### config.mk
export PLATFORM = sky130hd
export DESIGN_NAME = fifo_burst_drain
export DESIGN_NICKNAME = d
export VERILOG_FILES = /design/src/rtl/fifo_burst_drain.sv
export SDC_FILE = /design/constraint.sdc
export NUM_CORES = 1
export LEC_CHECK = 0
export ABC_AREA = 1
export CORE_ASPECT_RATIO = 1.25
export CORE_MARGIN = 3
export CORE_UTILIZATION = 42
export CTS_CLUSTER_SIZE = 14
export DETAILED_ROUTE_END_ITERATION = 8
export PLACE_DENSITY = 0.78
export SLEW_MARGIN = 20
export SYNTH_ARGS = -nofsm -noshare
export SYNTH_HDL_FRONTEND = slang
export SYNTH_SLANG_ARGS = --single-unit
### constraint.sdc
create_clock -name rd_clk -period 1.45 [get_ports rd_clk]
set_input_delay 0.145 -clock rd_clk [delete_from_list [all_inputs] [get_ports rd_clk]]
set_output_delay 0.145 -clock rd_clk [all_outputs]
set_load 0.05 [all_outputs]
### src/rtl/fifo_burst_drain.sv
`default_nettype none
// +----------------------------------------------------------------------------+
// | Module   : fifo_burst_drain                                                |
// | Purpose  : Drains the prefetch FIFO into fixed-length AXI-style write       |
// |            bursts, FRAME_BURSTS bursts per frame from a latched base.       |
// | Option   : FIFO_BURST_DRAIN_ERR_ABORT_EN - end the frame on a bad bresp.   |
// | Revision : 1.0 - initial release                                            |
// +----------------------------------------------------------------------------+
module fifo_burst_drain #(
    parameter int DATA_WIDTH   = 32,
    parameter int ADDR_WIDTH   = 28,
    parameter int BURST_LEN    = 16,
    parameter int FRAME_BURSTS = 4
) (
    input  logic                  rd_clk,
    input  logic                  rd_rst,
    input  logic                  start,
    input  logic [ADDR_WIDTH-1:0] base_addr,
    input  logic [DATA_WIDTH-1:0] fifo_rd_data,
    input  logic                  fifo_rd_vld,
    output logic                  fifo_rd_en,
    output logic [ADDR_WIDTH-1:0] awaddr,
    output logic [7:0]            awlen,
    output logic                  awvalid,
    input  logic                  awready,
    output logic [DATA_WIDTH-1:0] wdata,
    output logic                  wvalid,
    input  logic                  wready,
    output logic                  wlast,
    input  logic                  bvalid,
    output logic                  bready,
    input  logic [1:0]            bresp,
    output logic                  busy,
    output logic                  done,
    output logic                  err
);

    localparam logic [1:0] c_st_idle = 2'd0;
    localparam logic [1:0] c_st_addr = 2'd1;
    localparam logic [1:0] c_st_data = 2'd2;
    localparam logic [1:0] c_st_resp = 2'd3;

    localparam logic [7:0]            c_last_beat   = 8'(BURST_LEN - 1);
    localparam logic [15:0]           c_last_burst  = 16'(FRAME_BURSTS - 1);
    localparam logic [ADDR_WIDTH-1:0] c_burst_bytes = ADDR_WIDTH'(BURST_LEN * DATA_WIDTH / 8);

    logic [1:0]            state_q, state_d;
    logic [ADDR_WIDTH-1:0] awaddr_q, awaddr_d;
    logic [7:0]            beat_cnt_q, beat_cnt_d;
    logic [15:0]           burst_cnt_q, burst_cnt_d;
    logic                  busy_q, busy_d;
    logic                  done_q, done_d;
    logic                  err_q, err_d;
    logic                  bready_q, bready_d;

    logic w_aw_hs;
    logic w_w_hs;
    logic w_b_hs;
    logic w_bad_resp;
    logic w_frame_end;

    always_ff @(posedge rd_clk or posedge rd_rst) begin
        if (rd_rst) begin
            state_q     <= c_st_idle;
            awaddr_q    <= '0;
            beat_cnt_q  <= '0;
            burst_cnt_q <= '0;
            busy_q      <= 1'b0;
            done_q      <= 1'b0;
            err_q       <= 1'b0;
            bready_q    <= 1'b0;
        end else begin
            state_q     <= state_d;
            awaddr_q    <= awaddr_d;
            beat_cnt_q  <= beat_cnt_d;
            burst_cnt_q <= burst_cnt_d;
            busy_q      <= busy_d;
            done_q      <= done_d;
            err_q       <= err_d;
            bready_q    <= bready_d;
        end
    end

    assign w_aw_hs    = (state_q == c_st_addr) && awready;
    assign w_w_hs     = (state_q == c_st_data) && fifo_rd_vld && wready;
    assign w_b_hs     = bready_q && bvalid;
    assign w_bad_resp = (bresp != 2'b00);
`ifdef FIFO_BURST_DRAIN_ERR_ABORT_EN
    assign w_frame_end = (burst_cnt_q == c_last_burst) || w_bad_resp;
`else
    assign w_frame_end = (burst_cnt_q == c_last_burst);
`endif

    always_comb begin
        state_d     = state_q;
        awaddr_d    = awaddr_q;
        beat_cnt_d  = beat_cnt_q;
        burst_cnt_d = burst_cnt_q;
        busy_d      = busy_q;
        done_d      = 1'b0;
        err_d       = err_q;
        bready_d    = bready_q;
        case (state_q)
            c_st_idle: begin
                // The done cycle is already IDLE; a start coincident with it is dropped.
                if (start && !done_q) begin
                    awaddr_d    = base_addr;
                    err_d       = 1'b0;
                    burst_cnt_d = '0;
                    busy_d      = 1'b1;
                    state_d     = c_st_addr;
                end
            end
            c_st_addr: begin
                if (w_aw_hs) begin
                    beat_cnt_d = '0;
                    state_d    = c_st_data;
                end
            end
            c_st_data: begin
                if (w_w_hs) begin
                    beat_cnt_d = beat_cnt_q + 8'd1;
                    if (beat_cnt_q == c_last_beat) begin
                        bready_d = 1'b1;
                        state_d  = c_st_resp;
                    end
                end
            end
            c_st_resp: begin
                if (w_b_hs) begin
                    bready_d = 1'b0;
                    if (w_bad_resp) begin
                        err_d = 1'b1;
                    end
                    if (w_frame_end) begin
                        done_d  = 1'b1;
                        busy_d  = 1'b0;
                        state_d = c_st_idle;
                    end else begin
                        burst_cnt_d = burst_cnt_q + 16'd1;
                        awaddr_d    = awaddr_q + c_burst_bytes;
                        state_d     = c_st_addr;
                    end
                end
            end
            default: state_d = c_st_idle;
        endcase
    end

    always_comb begin
        awvalid    = (state_q == c_st_addr);
        wvalid     = (state_q == c_st_data) && fifo_rd_vld;
        fifo_rd_en = (state_q == c_st_data) && wready;
        wlast      = (state_q == c_st_data) && (beat_cnt_q == c_last_beat);
        wdata      = fifo_rd_data;
        awaddr     = awaddr_q;
        awlen      = c_last_beat;
        bready     = bready_q;
        busy       = busy_q;
        done       = done_q;
        err        = err_q;
    end

endmodule
`default_nettype wire

==> flow_summary.json, run 1 <==
{
  "cellPowerDensity_mw_per_mm2": 2580,
  "timing.fmax_ghz": 0.563,
  "dr.pass1.iters": 7,
  "share_of_final_layout_standard_cells_stronger_than_drive_strength_1": 0.386,
  "post_synth_inst_count": 622,
  "synth.lib_cells_used.distinct": 33,
  "first_pass_grt_wire_length_um": 24700,
  "synth_area_leaders": "dfrtp_1 35%, nand2_1 19%, buf_4 7.3%",
  "synth.cell_area_mm2": 0.00414,
  "initial_core_util": 0.442,
  "antenna_found_initial": 0,
  "syn_avg_cell_area_um2": 6.66,
  "yosys-top-cells-count": "213 x nand2_1, 68 x nor2_1, 61 x inv_1, 58 x dfrtp_1, 58 x nand3_1",
  "synth.most_common_cell": "nand2_1",
  "detailed_place.area_mm2": 0.00564,
  "die_h_um": 117,
  "leakage_power_figure_nw": 3.29,
  "ios": 145,
  "fin_setup_tns_ns": -15.32,
  "hold_crit_path_type": "in -> async",
  "final.setup.worst_slack_ns": -0.325,
  "drc_errors": 0,
  "timing.clock.skew_ns": 0.0167,
  "timing.final.crit_share": 1.22,
  "initialDrtViolationCount": 575,
  "timing.final.hold_violations": 0,
  "crit_arrival_ns": 1.99,
  "synth_warnings": 0,
  "data_required_critical_path_ns": 1.67,
  "r2r-end": "awaddr[13]",
  "drv.max_cap_violation_count": 0,
  "synth_top_flop_cell": "dfrtp_1",
  "clock_latency_ns": 0.34,
  "finalSetupViolCount": 62,
  "postLayoutCellArea_mm2": 0.00697,
  "finish.net_count": 843,
  "layout-area-overhead-vs-synth_pct": 68.4,
  "tritoncts": "yes",
  "post-route-min-period_ns": 1.78,
  "synthDominantAreaCellType": "dfrtp_1",
  "residual_overflow_from_global_routing": 0,
  "synth.ff_latch_count": 58,
  "maximum_number_of_pins_on_one_net_before_global_route_repair": 59,
  "wl_per_cell_um": 19.3,
  "postRouteWirelength_um": 17300,
  "failed_checks": "setup timing",
  "timing.final.max_slew_violations": 0,
  "clk_pin_slew_worst_paths_ns": 0.05,
  "cp-end-kind": "flip-flop",
  "fp.dieArea_mm2": 0.0111,
  "ir_drop_uv": 1020,
  "antenna_cells": 0,
  "num_rows": 39,
  "gp_congestion": 0.869,
  "start_kind": "flip-flop",
  "timing.critical_path.fanout_max": 6,
  "rr_startpoint": "burst_cnt_q[12]",
  "via_count": 5055,
  "minimum_setup_slack_among_reg_to_reg_paths_ns": -0.33,
  "clock_tree_root_buffer_cell": "clkbuf_16",
  "outcome": "finished with violations",
  "port-buffer-count": 72,
  "timing.setup.critical_path_class": "reg -> reg",
  "ys_async_sr_fraction": 1.00,
  "post-place-ws_ns": -0.176,
  "final_hold_slack_ns": 0.241,
  "ant_nets": 0,
  "globalRouteTotalUtil": 0.287,
  "number_of_flops_mapped_to_enable_cells_by_yosys": 0,
  "synth_top_area_share": 0.351,
  "ctsHtreeMaxLevel": 3,
  "tritoncts.num_buffers": 9,
  "vias_per_cell": 5.65,
  "clock_sink_count": 58,
  "core_area_mm2": 0.00937,
  "die_x_um": 94.8,
  "grt_setup_unrepaired": "yes",
  "ys_seq_area_frac": 0.351,
  "vias_in_the_first_global_route": 5008,
  "final_core_density": 0.744,
  "sum_of_net_half_perimeters_after_detailed_placement_um": 8680,
  "worst_r2r_path_depth": 9,
  "clk_path_buf_depth": 2
}
==> through the flow <==
step | instances | power, W
3_3_place_gp | 849 | 0.0109
2_1_floorplan | 628 | 0.00772
5_1_grt | 895 | 0.0187
3_5_place_dp | 849 | 0.0112
6_report | 895 | 0.0180
4_1_cts | 889 | 0.0164
==> worst max path at each step <==
stage	start	endpoint	cells after the start
finish	burst_cnt_q[12]	awaddr[13]	9
CTS	beat_cnt_q[1]	wlast	6
floorplan	state_q[0]	wlast	4
detailed placement	start	awaddr[19]	9
global route	awaddr[10]	awaddr[26]	9
global placement	start	awaddr[12]	9
==> final cells by class <==
class	count	area, um^2
multi-input combinational	451	2620
fill	561	2390
timing repair buffer	180	2050
sequential	58	1470
inverter	64	284
clock buffer	11	253
tap	123	154
clock inverter	5	100
timing repair inverter	3	48.8
==> registers in the layout, indices dropped and copies added (netlist names) <==
signal and count:
err 1, bready 1, awaddr 28, burst_cnt_q 16
beat_cnt_q 8, state_q 2, busy 1, done 1
==> cells by family after synthesis <==
| kind of cell | synth area share |
|---|---|
| other | 0.00181 |
| adder cells (fa/ha/maj) | 0.0212 |
| flip-flops | 0.351 |
| AO/OA/AOI/OAI | 0.0683 |
| XOR/XNOR | 0.0190 |
| AND/OR/NAND/NOR | 0.387 |
| buffers and inverters | 0.153 |
==> what timing repair did <==
item / CTS / global route
resized for setup: 106 / 69
hold buffers: 0 / 0
endpoints found under the setup margin: 61 / 61
buffers inserted: 13 / 8
pin swaps: 23 / 22
cloned: 11 / 0
==> report_power, final <==
group / internal, W / total (W) / switching [W] / leakage [nW]
Combinational: 0.00553 / 0.0126 / 0.00710 / 2.38
Clock: 0.00177 / 0.00257 / 0.000806 / 0.176
Sequential: 0.00219 / 0.00277 / 0.000576 / 0.731
==> layer usage <==
metal	vias to the layer above	part of all wire	GRT usage
met5	-	0	0
li1	2204	-	-
met2	349	0.50	0.507
met4	0	0.082	0.209
met1	2362	0.34	0.307
met3	140	0.087	0.0480
==> layout by cell type (no fill, tap or decap), types with 5 or more instances in the layout <==
cell type,count
nor2_2,10
dfrtp_1,46
buf_16,7
nand3_2,7
inv_1,50
nand2_4,17
o21ai_1,16
buf_4,90
nand2_1,169
nor2_4,11
clkbuf_16,9
o21ai_2,12
clkdlybuf4s50_1,36
nand2_2,28
buf_6,13
or2_2,5
conb_1,8
o21ai_0,5
nand3_1,49
ha_4,7
buf_12,32
nand4_1,13
xor2_1,7
dfrtp_2,12
nor2_1,54
==> worst max-delay path: stages, from the launching register on <==
cell	delay, ns
dfrtp_1	0.40
nor2_2	0.14
nand2_1	0.14
nor2_4	0.21
nand3_4	0.17
nand2_8	0.21
buf_12	0.16
clkinv_8	0.07
nand2_2	0.07
nand2_1	0.07
Note: power is estimated with default switching activity, not from simulation.
==> inputs of run 2 (changes only) <==
- ABC_CLOCK_PERIOD_IN_PS: not set -> 1450
==> results of run 2 <==
Same layout as run 1: the final DEF is identical, and so are final timing and power.
==> inputs of run 3 (changes only) <==
- CORE_UTILIZATION: 42 -> 43
- CTS_BUF_LIST: not set -> sky130_fd_sc_hd__clkbuf_4 sky130_fd_sc_hd__clkbuf_8
- PLACE_DENSITY: 0.78 -> 0.8
- SLEW_MARGIN: 20 -> not set
==> run 3 against run 2 <==
  * Design area decreased by 10%
  * Count of clock-buffer cells in the layout increased by 2
  * Wire length decreased by 26%
  * Core utilization decreased by 6.9 points
  * First-iteration DRC count decreased by 42%
  * Sequential share of layout area increased by 2.4 points
  * The run still ends with setup timing left
  * Clock power decreased by 46%
  * Largest power group unchanged
  * Highest routed layer unchanged
==> flow_summary.json, run 3 (synthesis gave the netlist of run 1 again) <==
{
  "timing.critical_path.fanout_max": 8,
  "final-instance-count-excl-fill": 883,
  "antenna_found_initial": 0,
  "residual_overflow_from_global_routing": 0,
  "layout_commonest_cell": "nand2_1",
  "fp.dieArea_mm2": 0.0108,
  "final_core_density": 0.675,
  "tritoncts": "yes",
  "crit_arrival_ns": 1.90,
  "cellPowerDensity_mw_per_mm2": 2290,
  "clock_sink_count": 58,
  "num_rows": 39,
  "vias_in_the_first_global_route": 4584,
  "die_h_um": 116,
  "die_x_um": 93.8,
  "post_place_cells": 848,
  "commonest_cells_after_routing_fill_and_taps_aside": "203 x nand2_1, 93 x buf_4, 64 x nor2_1",
  "finalSetupViolCount": 61,
  "timing.clock.skew_ns": 0.0105,
  "timing.final.hold_violations": 0,
  "final.setup.worst_slack_ns": -0.241,
  "hold_buffers": 0,
  "ir_drop_uv": 870,
  "sum_of_net_half_perimeters_after_detailed_placement_um": 8600,
  "dr.pass1.iters": 5,
  "timing.fmax_ghz": 0.591,
  "maximum_number_of_pins_on_one_net_before_global_route_repair": 40,
  "gp_congestion": 0.897,
  "share_of_final_layout_standard_cells_stronger_than_drive_strength_1": 0.297,
  "antenna_cells": 0,
  "largest_register_ffs": 28,
  "leakage_power_figure_nw": 3.01,
  "final_hold_slack_ns": 0.0799,
  "postRouteWirelength_um": 12800,
  "ant_nets": 0,
  "postLayoutCellArea_mm2": 0.00626,
  "core_area_mm2": 0.00927,
  "tritoncts.num_buffers": 9,
  "drv.max_cap_violation_count": 0,
  "data_required_critical_path_ns": 1.66,
  "port-buffer-count": 72,
  "clock_tree_root_buffer_cell": "clkbuf_8",
  "initialDrtViolationCount": 335,
  "cp-end-kind": "flip-flop",
  "wl_per_cell_um": 14.5,
  "initial_core_util": 0.447,
  "power_w": 0.0143,
  "timing.final.max_slew_violations": 0,
  "clk_path_buf_depth": 2,
  "grt_setup_unrepaired": "yes",
  "fillerInstances": 705,
  "ctsHtreeMaxLevel": 3,
  "first_pass_grt_wire_length_um": 20400,
  "failed_checks": "setup timing",
  "detailed_place.area_mm2": 0.00560,
  "start_kind": "flip-flop",
  "clock_latency_ns": 0.34,
  "ios": 145,
  "drc_errors": 0,
  "hold_crit_path_type": "in -> async",
  "timing.setup.critical_path_class": "reg -> reg",
  "globalRouteTotalUtil": 0.232,
  "via_count": 4594,
  "outcome": "finished with violations",
  "timing.final.crit_share": 1.17,
  "finish.net_count": 831,
  "layout-area-overhead-vs-synth_pct": 51.2,
  "post-route-min-period_ns": 1.69,
  "vias_per_cell": 5.20,
  "clk_pin_slew_worst_paths_ns": 0.07
}
## run 3: cell count changes in the layout (fill, tap and decap cells not counted), sizes merged
| cell | delta |
|---|---|
| bufbuf | +1 |
| bufinv | -3 |
| clkbuf | +2 |
| inv | -1 |
| clkinv | -1 |
| nand2 | -1 |
| buf | -9 |
## run 3: worst max-delay path, cell delays in order, from the launching register on
cell and delay, ns:
dfrtp_2 0.43, inv_2 0.09, ha_4 0.18, o21ai_2 0.06, nand2_2 0.09, nor2_4 0.18
nand2_8 0.12, bufbuf_16 0.29, nand2_1 0.04, o21ai_0 0.07
## run 3: area by class of cell
| cell class | instances | area, um^2 | share of cell area |
|---|---|---|---|
| Multi-Input combinational cell | 450 | 2310 | 0.370 |
| Timing Repair Buffer | 172 | 1870 | 0.299 |
| Sequential cell | 58 | 1470 | 0.234 |
| Inverter | 64 | 273 | 0.0436 |
| Clock buffer | 13 | 166 | 0.0266 |
| Tap cell | 123 | 154 | 0.0246 |
| Clock inverter | 3 | 15.0 | 0.00240 |
## run 3: layer usage
| layer | track usage | wire, um | vias to the layer above | share of wire |
|---|---|---|---|---|
| met1 | 0.255 | 4850 | 2169 | 0.38 |
| li1 | - | - | 2185 | - |
| met4 | 0.105 | 397 | 0 | 0.031 |
| met5 | 0 | 0 | - | 0 |
| met2 | 0.435 | 6840 | 193 | 0.54 |
| met3 | 0.0364 | 697 | 47 | 0.054 |
## run 3: final timing paths
path                       cells past startpoint             end  slack, ns       startpoint
hold reg to reg                                2       awaddr[3]       0.48        awaddr[3]
setup reg to reg                               9  burst_cnt_q[7]      -0.24       state_q[0]
hold / removal                                 2          bready       0.08           rd_rst
min in group rd_clk                            0        wdata[0]       0.29  fifo_rd_data[0]
max in group asynchronous                      3      awaddr[12]       0.87           rd_rst
setup / recovery                               9  burst_cnt_q[7]      -0.24       state_q[0]
## run 3: metrics by stage
| step | setup WS [ns] | setup TNS [ns] |
|---|---|---|
| finish | -0.241 | -10.31 |
| detailed placement | -0.201 | -7.45 |
| global placement | -0.191 | -6.83 |
| floorplan | -0.173 | -5.15 |
| CTS | -0.227 | -8.59 |
| global route | -0.291 | -13.99 |
## run 3: power by group
group          switching (W)  total (W)  internal, W  leakage, nW
Sequential          0.000526    0.00272      0.00219        0.730
Combinational        0.00555     0.0102      0.00467         2.18
Clock               0.000657    0.00140     0.000744        0.100
## run 3: what timing repair did
action | CTS | global route
pin swaps | 7 | 9
gates resized for setup | 42 | 31
buffers inserted | 9 | 8
gates cloned | 3 | 0
endpoints found under the setup margin | 61 | 61
